### src/rtl/serial_subtractor_26bit_pkg.sv
// Shared definitions for the bit-serial subtractor and its ripple-carry
// adder companion.
//   state_e   : FSM state encodings (IDLE=0, RUN=1, DONE=2)
//   SUB_WIDTH : default operand width, also used by the ripple-carry adder
package serial_subtractor_26bit_pkg;

  typedef enum logic [1:0] {
    ST_IDLE = 2'd0,
    ST_RUN  = 2'd1,
    ST_DONE = 2'd2
  } state_e;

  localparam int SUB_WIDTH = 26;

endpackage

### src/rtl/full_adder.sv
// Single-bit full adder cell, shared with the ripple-carry adder.
//   i_a, i_b : addend bits
//   i_cin    : carry in
//   o_sum    : sum bit
//   o_cout   : carry out
module full_adder (
  input  logic i_a,
  input  logic i_b,
  input  logic i_cin,
  output logic o_sum,
  output logic o_cout
);

  assign o_sum  = i_a ^ i_b ^ i_cin;
  assign o_cout = (i_a & i_b) | (i_cin & (i_a ^ i_b));

endmodule

### src/rtl/serial_subtractor_26bit.sv
// Multi-cycle digit-serial two's-complement subtractor: A - B computed as
// A + ~B + 1, DIGIT_W bits per clock, through a chain of full_adder cells.
//   i_clk, i_rst_n          : clock, asynchronous active-low reset
//   i_valid / o_ready       : operand handshake (accepted only in IDLE)
//   i_minuend, i_subtrahend : operands A and B
//   o_valid / i_ready       : result handshake (held in DONE until taken)
//   o_difference            : (A - B) mod 2^WIDTH
//   o_borrow                : 1 when A < B (unsigned)
module serial_subtractor_26bit
  import serial_subtractor_26bit_pkg::*;
#(
  parameter int WIDTH   = SUB_WIDTH,
  parameter int DIGIT_W = 1
) (
  input  logic             i_clk,
  input  logic             i_rst_n,
  input  logic             i_valid,
  output logic             o_ready,
  input  logic [WIDTH-1:0] i_minuend,
  input  logic [WIDTH-1:0] i_subtrahend,
  output logic             o_valid,
  input  logic             i_ready,
  output logic [WIDTH-1:0] o_difference,
  output logic             o_borrow
);

  localparam int N_DIGITS = WIDTH / DIGIT_W;
  localparam int CNT_W    = (N_DIGITS > 1) ? $clog2(N_DIGITS) : 1;
  localparam logic [CNT_W-1:0] LAST_DIGIT = CNT_W'(N_DIGITS - 1);

  if ((WIDTH % DIGIT_W) != 0) begin : g_bad_digit_w
    $error("serial_subtractor_26bit: WIDTH must be a multiple of DIGIT_W");
  end

  state_e               state_q,  state_d;
  logic [CNT_W-1:0]     cnt_q,    cnt_d;
  logic [WIDTH-1:0]     a_q,      a_d;
  logic [WIDTH-1:0]     b_q,      b_d;
  logic [WIDTH-1:0]     res_q,    res_d;
  logic                 carry_q,  carry_d;
  logic [WIDTH-1:0]     diff_q,   diff_d;
  logic                 borrow_q, borrow_d;
  logic                 valid_q,  valid_d;

  logic [DIGIT_W-1:0]       chain_sum;
  logic                     chain_cout;
  logic [WIDTH+DIGIT_W-1:0] res_cat;
  logic [WIDTH-1:0]         res_next;

  // Each cell keeps its own carry net so the chain is a plain feed-forward
  // path rather than bits of one vector depending on each other.
  for (genvar i = 0; i < DIGIT_W; i++) begin : g_fa
    logic c_in;
    logic c_out;
    if (i == 0) begin : g_first
      assign c_in = carry_q;
    end else begin : g_next
      assign c_in = g_fa[i-1].c_out;
    end
    full_adder u_fa (
      .i_a    (a_q[i]),
      .i_b    (b_q[i]),
      .i_cin  (c_in),
      .o_sum  (chain_sum[i]),
      .o_cout (c_out)
    );
  end

  assign chain_cout = g_fa[DIGIT_W-1].c_out;

  // New digit enters at the MSB end; after N_DIGITS shifts the first digit
  // computed has reached bit 0.
  assign res_cat  = {chain_sum, res_q};
  assign res_next = res_cat[WIDTH+DIGIT_W-1:DIGIT_W];

  always_comb begin
    state_d  = state_q;
    cnt_d    = cnt_q;
    a_d      = a_q;
    b_d      = b_q;
    res_d    = res_q;
    carry_d  = carry_q;
    diff_d   = diff_q;
    borrow_d = borrow_q;
    valid_d  = valid_q;
    case (state_q)
      ST_IDLE: begin
        if (i_valid) begin
          a_d     = i_minuend;
          b_d     = ~i_subtrahend;
          carry_d = 1'b1;
          cnt_d   = '0;
          state_d = ST_RUN;
        end
      end
      ST_RUN: begin
        a_d     = a_q >> DIGIT_W;
        b_d     = b_q >> DIGIT_W;
        res_d   = res_next;
        carry_d = chain_cout;
        cnt_d   = cnt_q + CNT_W'(1);
        if (cnt_q == LAST_DIGIT) begin
          diff_d   = res_next;
          borrow_d = ~chain_cout;
          valid_d  = 1'b1;
          state_d  = ST_DONE;
        end
      end
      ST_DONE: begin
        if (i_ready) begin
          valid_d = 1'b0;
          state_d = ST_IDLE;
        end
      end
      default: begin
        valid_d = 1'b0;
        state_d = ST_IDLE;
      end
    endcase
  end

  always_ff @(posedge i_clk or negedge i_rst_n) begin
    if (!i_rst_n) begin
      state_q  <= ST_IDLE;
      cnt_q    <= '0;
      a_q      <= '0;
      b_q      <= '0;
      res_q    <= '0;
      carry_q  <= 1'b1;
      diff_q   <= '0;
      borrow_q <= 1'b0;
      valid_q  <= 1'b0;
    end else begin
      state_q  <= state_d;
      cnt_q    <= cnt_d;
      a_q      <= a_d;
      b_q      <= b_d;
      res_q    <= res_d;
      carry_q  <= carry_d;
      diff_q   <= diff_d;
      borrow_q <= borrow_d;
      valid_q  <= valid_d;
    end
  end

  // Ready is forced low while reset is asserted, even though state is IDLE.
  assign o_ready      = (state_q == ST_IDLE) && i_rst_n;
  assign o_valid      = valid_q;
  assign o_difference = diff_q;
  assign o_borrow     = borrow_q;

endmodule

### config.mk
export PLATFORM = sky130hd
export DESIGN_NAME = serial_subtractor_26bit
export DESIGN_NICKNAME = d
export VERILOG_FILES = /design/src/rtl/serial_subtractor_26bit_pkg.sv /design/src/rtl/full_adder.sv /design/src/rtl/serial_subtractor_26bit.sv
export SDC_FILE = /design/constraint.sdc
export NUM_CORES = 1
export LEC_CHECK = 0
export CAP_MARGIN = 40
export CORE_MARGIN = 10
export CORE_UTILIZATION = 60
export CTS_BUF_LIST = sky130_fd_sc_hd__clkbuf_8
export DETAILED_ROUTE_END_ITERATION = 10
export DONT_BUFFER_PORTS = 1
export GPL_TIMING_DRIVEN = 0
export PLACE_DENSITY = 0.78
export SYNTH_ARGS = -nofsm -noshare
export SYNTH_HDL_FRONTEND = slang
export SYNTH_SLANG_ARGS = --single-unit
export TNS_END_PERCENT = 30
### constraint.sdc
create_clock -name i_clk -period 2.9 [get_ports i_clk]
set_clock_uncertainty 0.1 [all_clocks]
set_input_delay 0.29 -clock i_clk [delete_from_list [all_inputs] [get_ports i_clk]]
set_output_delay 0.29 -clock i_clk [all_outputs]
set_load 0.05 [all_outputs]
=== After elaboration in Yosys (flattened, before gate mapping) ===
Cells that the tools add are included.

* Add/subtract/negate cells: 1
* Equality and inequality tests: 6
* Mux-type cells: 15
* Bitwise gates (word level): 8
* Reduce and logical (&&, ||, !) cells: 7

{| class="wikitable"
|+ Operators with widths
! operator !! number
|-
| one-hot mux 26 bit (2 select lines) || 2
|-
| two-way mux 26 bit || 2
|-
| inverter 26 bit || 1
|-
| one-hot mux 5 bit (2 select lines) || 1
|-
| two-way mux 2 bit || 3
|-
| != test 2 bit (second input constant) || 3
|-
| one-hot mux 2 bit (3 select lines) || 1
|-
| AND reduction 3 bit || 2
|-
| adder 5 x 1 -> 5 bit (second input constant) || 1
|-
| equality test 5 bit (second input constant) || 1
|-
| two-way mux 5 bit || 1
|-
| AND reduction 2 bit || 2
|-
| two-way mux 1 bit || 3
|-
| one-hot mux 1 bit (3 select lines) || 1
|-
| bitwise AND 1 bit || 2
|-
| equality test 2 x 1 -> 1 bit (second input constant) || 1
|-
| equality test 2 bit (second input constant) || 1
|-
| zero test 2 bit || 1
|-
| inverter 1 bit || 2
|-
| one-hot mux 1 bit (2 select lines) || 1
|-
| nonzero test 2 bit || 1
|-
| XOR 1 bit || 2
|-
| logical AND 1 bit || 1
|-
| bitwise OR 1 bit || 1
|}

* Bits in registers: 114
* Input bits: 56
* Output and inout port bits: 29
* Word-level logic and storage cells: 46

=== Depth between registers and ports, before layout ===
* Depth after elaboration: 4
* Mapped depth: 6
* Mapped depth without buffers: 5

=== By module ===
A second synthesis with hierarchy kept.

* Cells, all modules: 456
* Area total of the unflattened synthesis: 4914.7 µm²

{| class="wikitable"
|+ By module, submodules not included
! module !! instances !! cells each !! area an instance (µm²) !! seq. area each (µm²)
|-
| serial_subtractor_26bit || 1 || 455 || 4894.7 || 2829.0
|-
| full_adder || 1 || 1 || 20.0 || 0.0
|}

=== Worst setup path after synthesis ===
Ideal clock, no wire load.

* Path type: flip-flop to flip-flop
* Start: reg cnt_q[1]
* End: reg diff_q[17] (netlist: o_difference[17])
* Library setup time: 0.127 ns
* Arrival time: 1.434 ns
* Data required time: 2.673 ns
* Slack: 1.239 ns
* Stages on the path, launching flop included: 7
* Buffers on the path: 1
* Clock period less this slack: 1.661 ns
* Cell sequence: dfrtp_1 -> inv_1 -> ha_1 -> nand4b_4 -> nor2_8 -> buf_6 -> mux2_1

* Cells in the longest elaborated chain, start to end: 2

{| class="wikitable"
|+ RTL lines
! what !! line !! source
|-
| start: declaration || serial_subtractor_26bit.sv:36 || <nowiki>logic [CNT_W-1:0] cnt_q, cnt_d;</nowiki>
|-
| start signal: assignment || serial_subtractor_26bit.sv:135 || <nowiki>cnt_q <= cnt_d;</nowiki>
|-
| equality test 5 bit || serial_subtractor_26bit.sv:102 || <nowiki>if (cnt_q == LAST_DIGIT) begin</nowiki>
|-
| AND reduction 2 bit (no source line) || - ||
|-
| end signal: assignment || serial_subtractor_26bit.sv:140 || <nowiki>diff_q <= diff_d;</nowiki>
|-
| end: declaration || serial_subtractor_26bit.sv:41 || <nowiki>logic [WIDTH-1:0] diff_q, diff_d;</nowiki>
|}

Every way passes these cells.
A chain may end at the register's enable or synchronous reset.

=== Worst setup path in the final report ===
* Start: reg state_q[0]
* End: out o_ready

* Cells in the longest elaborated chain, start to end: 2

{| class="wikitable"
|+ RTL lines
! what !! line !! source
|-
| start: declaration || serial_subtractor_26bit.sv:35 || <nowiki>state_e state_q, state_d;</nowiki>
|-
| start signal: assignment || serial_subtractor_26bit.sv:134 || <nowiki>state_q <= state_d;</nowiki>
|-
| zero test 2 bit || serial_subtractor_26bit.sv:147 || <nowiki>assign o_ready = (state_q == ST_IDLE) && i_rst_n;</nowiki>
|-
| logical AND 1 bit || serial_subtractor_26bit.sv:147 ||
|-
| end: declaration || serial_subtractor_26bit.sv:18 || <nowiki>output logic o_ready,</nowiki>
|}

Every way passes these cells.

==> metrics.yaml <==
timing:
  setup_viol: 0
  final-hold-violation-count: 113
  worst_slew_margin_rel_pct: 64.54
  final.setup.tns_ns: 0
  tightest_slew_ns: 0.5338
  hold_slack_ns: -0.5576
  drv_slew: 0
  fmax_mhz: 486.9
  fin_crit_ns: 2.054
  fin_crit_sh_pct: 70.83
  rsz0062_at_grt: "false"
power_and_ir_drop:
  ir_drop_v: 0.0005044
  p_leak_nw: 2.644
  pwr_density_cell_mw_per_mm2: 1051
clock_tree:
  cts_repair_resize_count: 0
  clk_pin_slew_worst_paths_ns: 0.08
  cts_sinks: 113
  clock_latency_ns: 0.43
  h-tree-depth: 4
  clock_path_buffers: 2
  clock-root-buffer: "clkbuf_8"
  tritoncts: "built"
  numCtsBuffers: 17
grt:
  grt_pass1_wl_um: 17850
  antenna_found_initial: 0
  track_usage_pct: 18.70
  grt_max_degree: 115
  grt_pass1_vias: 3529
  grt-ovfl-total: 0
cells_and_area:
  instances_no_fill: 627
  area_growth_pct: 17.53
  multiInputGateArea_sq_mm: 0.001866
  final_nets: 571
  seq_area_sq_mm: 0.002829
  drive_gt1_share_pct: 12.38
  fin_util_pct: 73.42
  diodes: 0
  postLayoutCellArea_sq_mm: 0.005762
  fill_cells: 524
synthesis:
  synth_area_leaders: "dfrtp_1 57%, nand2_1 8.7%, o21ai_0 5.0%, a2bb2oi_1 4.5%, mux2_1 4.1%"
  ys_ff_latch: 113
  synthAdderAreaFrac_pct: 0.9188
  ys_seq_area_share_pct: 57.71
  yosys.area_share.simple_pct: 13.37
  yosysTopAreaCell: "dfrtp_1"
  synthXorXnorAreaFrac_pct: 0
  avgSynthCellArea_sq_um: 10.61
  postSynthCellCount: 462
  ys_top_cells_by_count: "114 x nand2_1, 112 x dfrtp_1, 49 x o21ai_0"
  syn_area_sq_mm: 0.004902
  synthMuxAreaShare_pct: 6.585
  synth_top_cell_area_share_pct: 57.17
  yosysMostFrequentCell: "nand2_1"
  ys_types: 37
  synth_nets: 521
  synth_edf_count: 0
  ys_async_sr_fraction_pct: 100.0
  synth_top_family_by_area: "compound AO/OA/AOI/OAI gates"
  ys_warn_count: 0
  synth_compound_area_share_pct: 17.18
  synthFlopType: "dfrtp_1"
worst_setup_path:
  r2r_end: "o_difference[19]$_DFFE_PN0P_"
  crit_fanout: 10
  cp.required_ns: 2.51
  cp.arrival_ns: 1.66
  r2r_start: "cnt_q[1]$_DFFE_PN0P_"
  critPathLaunchType: "flip-flop"
  crit_path_max_incr_delay_ns: 0.50
  critPathSlowestCell: "and3_1"
  reg2reg_slack_ns: 1.04
  rr_worst_depth: 6
  path_cells: "buf_2 > inv_1 > and3_1"
  critPathKind: "flip-flop to output port"
  end_kind: "output port"
placed_design:
  portBuffers: 0
  dp_hpwl_um: 7411
  post_dp_cell_area_sq_mm: 0.005030
  gp_congestion: 0.8053
  place_inst: 564
detailed_routing:
  drt_iter0_markers: 183
  drt_wl_total_um: 11210
  drtAntennaViolNets: 0
  routed-via-count: 3632
  drc: 0
  viasPerCell: 5.793
  post_drt_wl_per_cell_um: 17.88
  drtPass1Iterations: 5
floorplan:
  ioPinCount: 85
  dieArea_sq_mm: 0.01219
  dieWidth_um: 110.4
  core_area_sq_mm: 0.007848
  core.rowCount: 32
  initial_utilization_pct: 62.47
  die_h_um: 110.4
run_status:
  status: "finished, violations left"
  violations: "hold timing"
min_path:
  hold_path_class: "input pin to async pin"
job:
  cap_violations: 0
per-layer routing:
metal | routed length [um] | global-route usage, % | share of wire [%]
met1 | 4686 | 22.72 | 42
met4 | 252 | 6.697 | 2.2
met2 | 5470 | 29.76 | 49
met3 | 802 | 7.255 | 7.2
met5 | 0 | 0 | 0
state kept, by name, summed over array words and instances, names as in the netlist:
register,count
res_q,25
o_borrow,1
cnt_q,5
o_valid,1
a_q,26
b_q,26
carry_q,1
state_q,2
o_difference,26
cell families (layout without fill, tap and decap cells):
family	Yosys count	in the layout
flops	113	113
compound gates	131	131
simple gates	146	146
mux	29	29
fa+ha+maj	3	3
buf+inv	40	103
final cells by class:
class                   instances  share of cell area (%)
plain buffers                  34                   3.214
clock buffers                  19                   4.539
clock inverters                13                   2.780
inverters                       6                  0.3909
multi-input cells             309                   32.38
flip-flops and latches        113                   49.10
well taps                     102                   2.215
repair buffers                 31                   5.385
layout by cell type (no fill, tap or decap), types with 2 or more instances in the layout:
cell type / count
dlygate4sd3_1: 31
mux2_1: 18
a22oi_1: 25
o21ai_0: 49
buf_4: 2
nand2_1: 114
nor2_1: 3
inv_1: 7
o21ai_1: 7
dfrtp_1: 112
nor2b_1: 19
nand2b_1: 2
ha_1: 2
buf_2: 15
clkbuf_1: 13
buf_6: 2
bufinv_16: 3
a21oi_1: 18
clkbuf_8: 19
mux2_2: 8
a2bb2oi_1: 25
inv_6: 2
mux2i_1: 3
clkinv_2: 2
nand4_1: 2
clkinvlp_4: 4
power by group:
| part | internal, mW | switching (mW) | total (mW) |
|---|---|---|---|
| registers | 2.21 | 1.05 | 3.25 |
| logic | 0.587 | 0.652 | 1.24 |
| clock network | 0.895 | 0.665 | 1.56 |
| total | 3.69 | 2.37 | 6.05 |
metrics by stage:
stage	power (mW)	setup slack, ns
after floorplan	4.103	1.239
after global placement	4.374	1.107
after detailed placement	4.477	1.050
after CTS	6.071	0.8259
after global routing	6.402	0.7839
final	6.053	0.8460
worst max path at each step:
stage,from,endpoint,cells after the start
after global placement,cnt_q[1]$_DFFE_PN0P_,o_difference[20]$_DFFE_PN0P_,6
after global routing,state_q[0]$_DFFE_PN0P_,o_ready,3
after CTS,state_q[0]$_DFFE_PN0P_,o_ready,3
after floorplan,cnt_q[1]$_DFFE_PN0P_,o_difference[17]$_DFFE_PN0P_,6
final,state_q[0]$_DFFE_PN0P_,o_ready,3
after detailed placement,cnt_q[1]$_DFFE_PN0P_,o_difference[19]$_DFFE_PN0P_,6
timing repair:
item,CTS,global route
hold endpoints to repair,144,114
setup buffers,0,0
endpoints found under the setup margin,0,0
hold buffers,30,1
worst max-delay path, delay by kind of cell, from the launching register on:
| family | cells | cell delay, ns |
|---|---|---|
| simple gates | 1 | 0.50 |
| flops | 1 | 0.42 |
| buf+inv | 2 | 0.31 |
(Power assumes the default switching activity.)
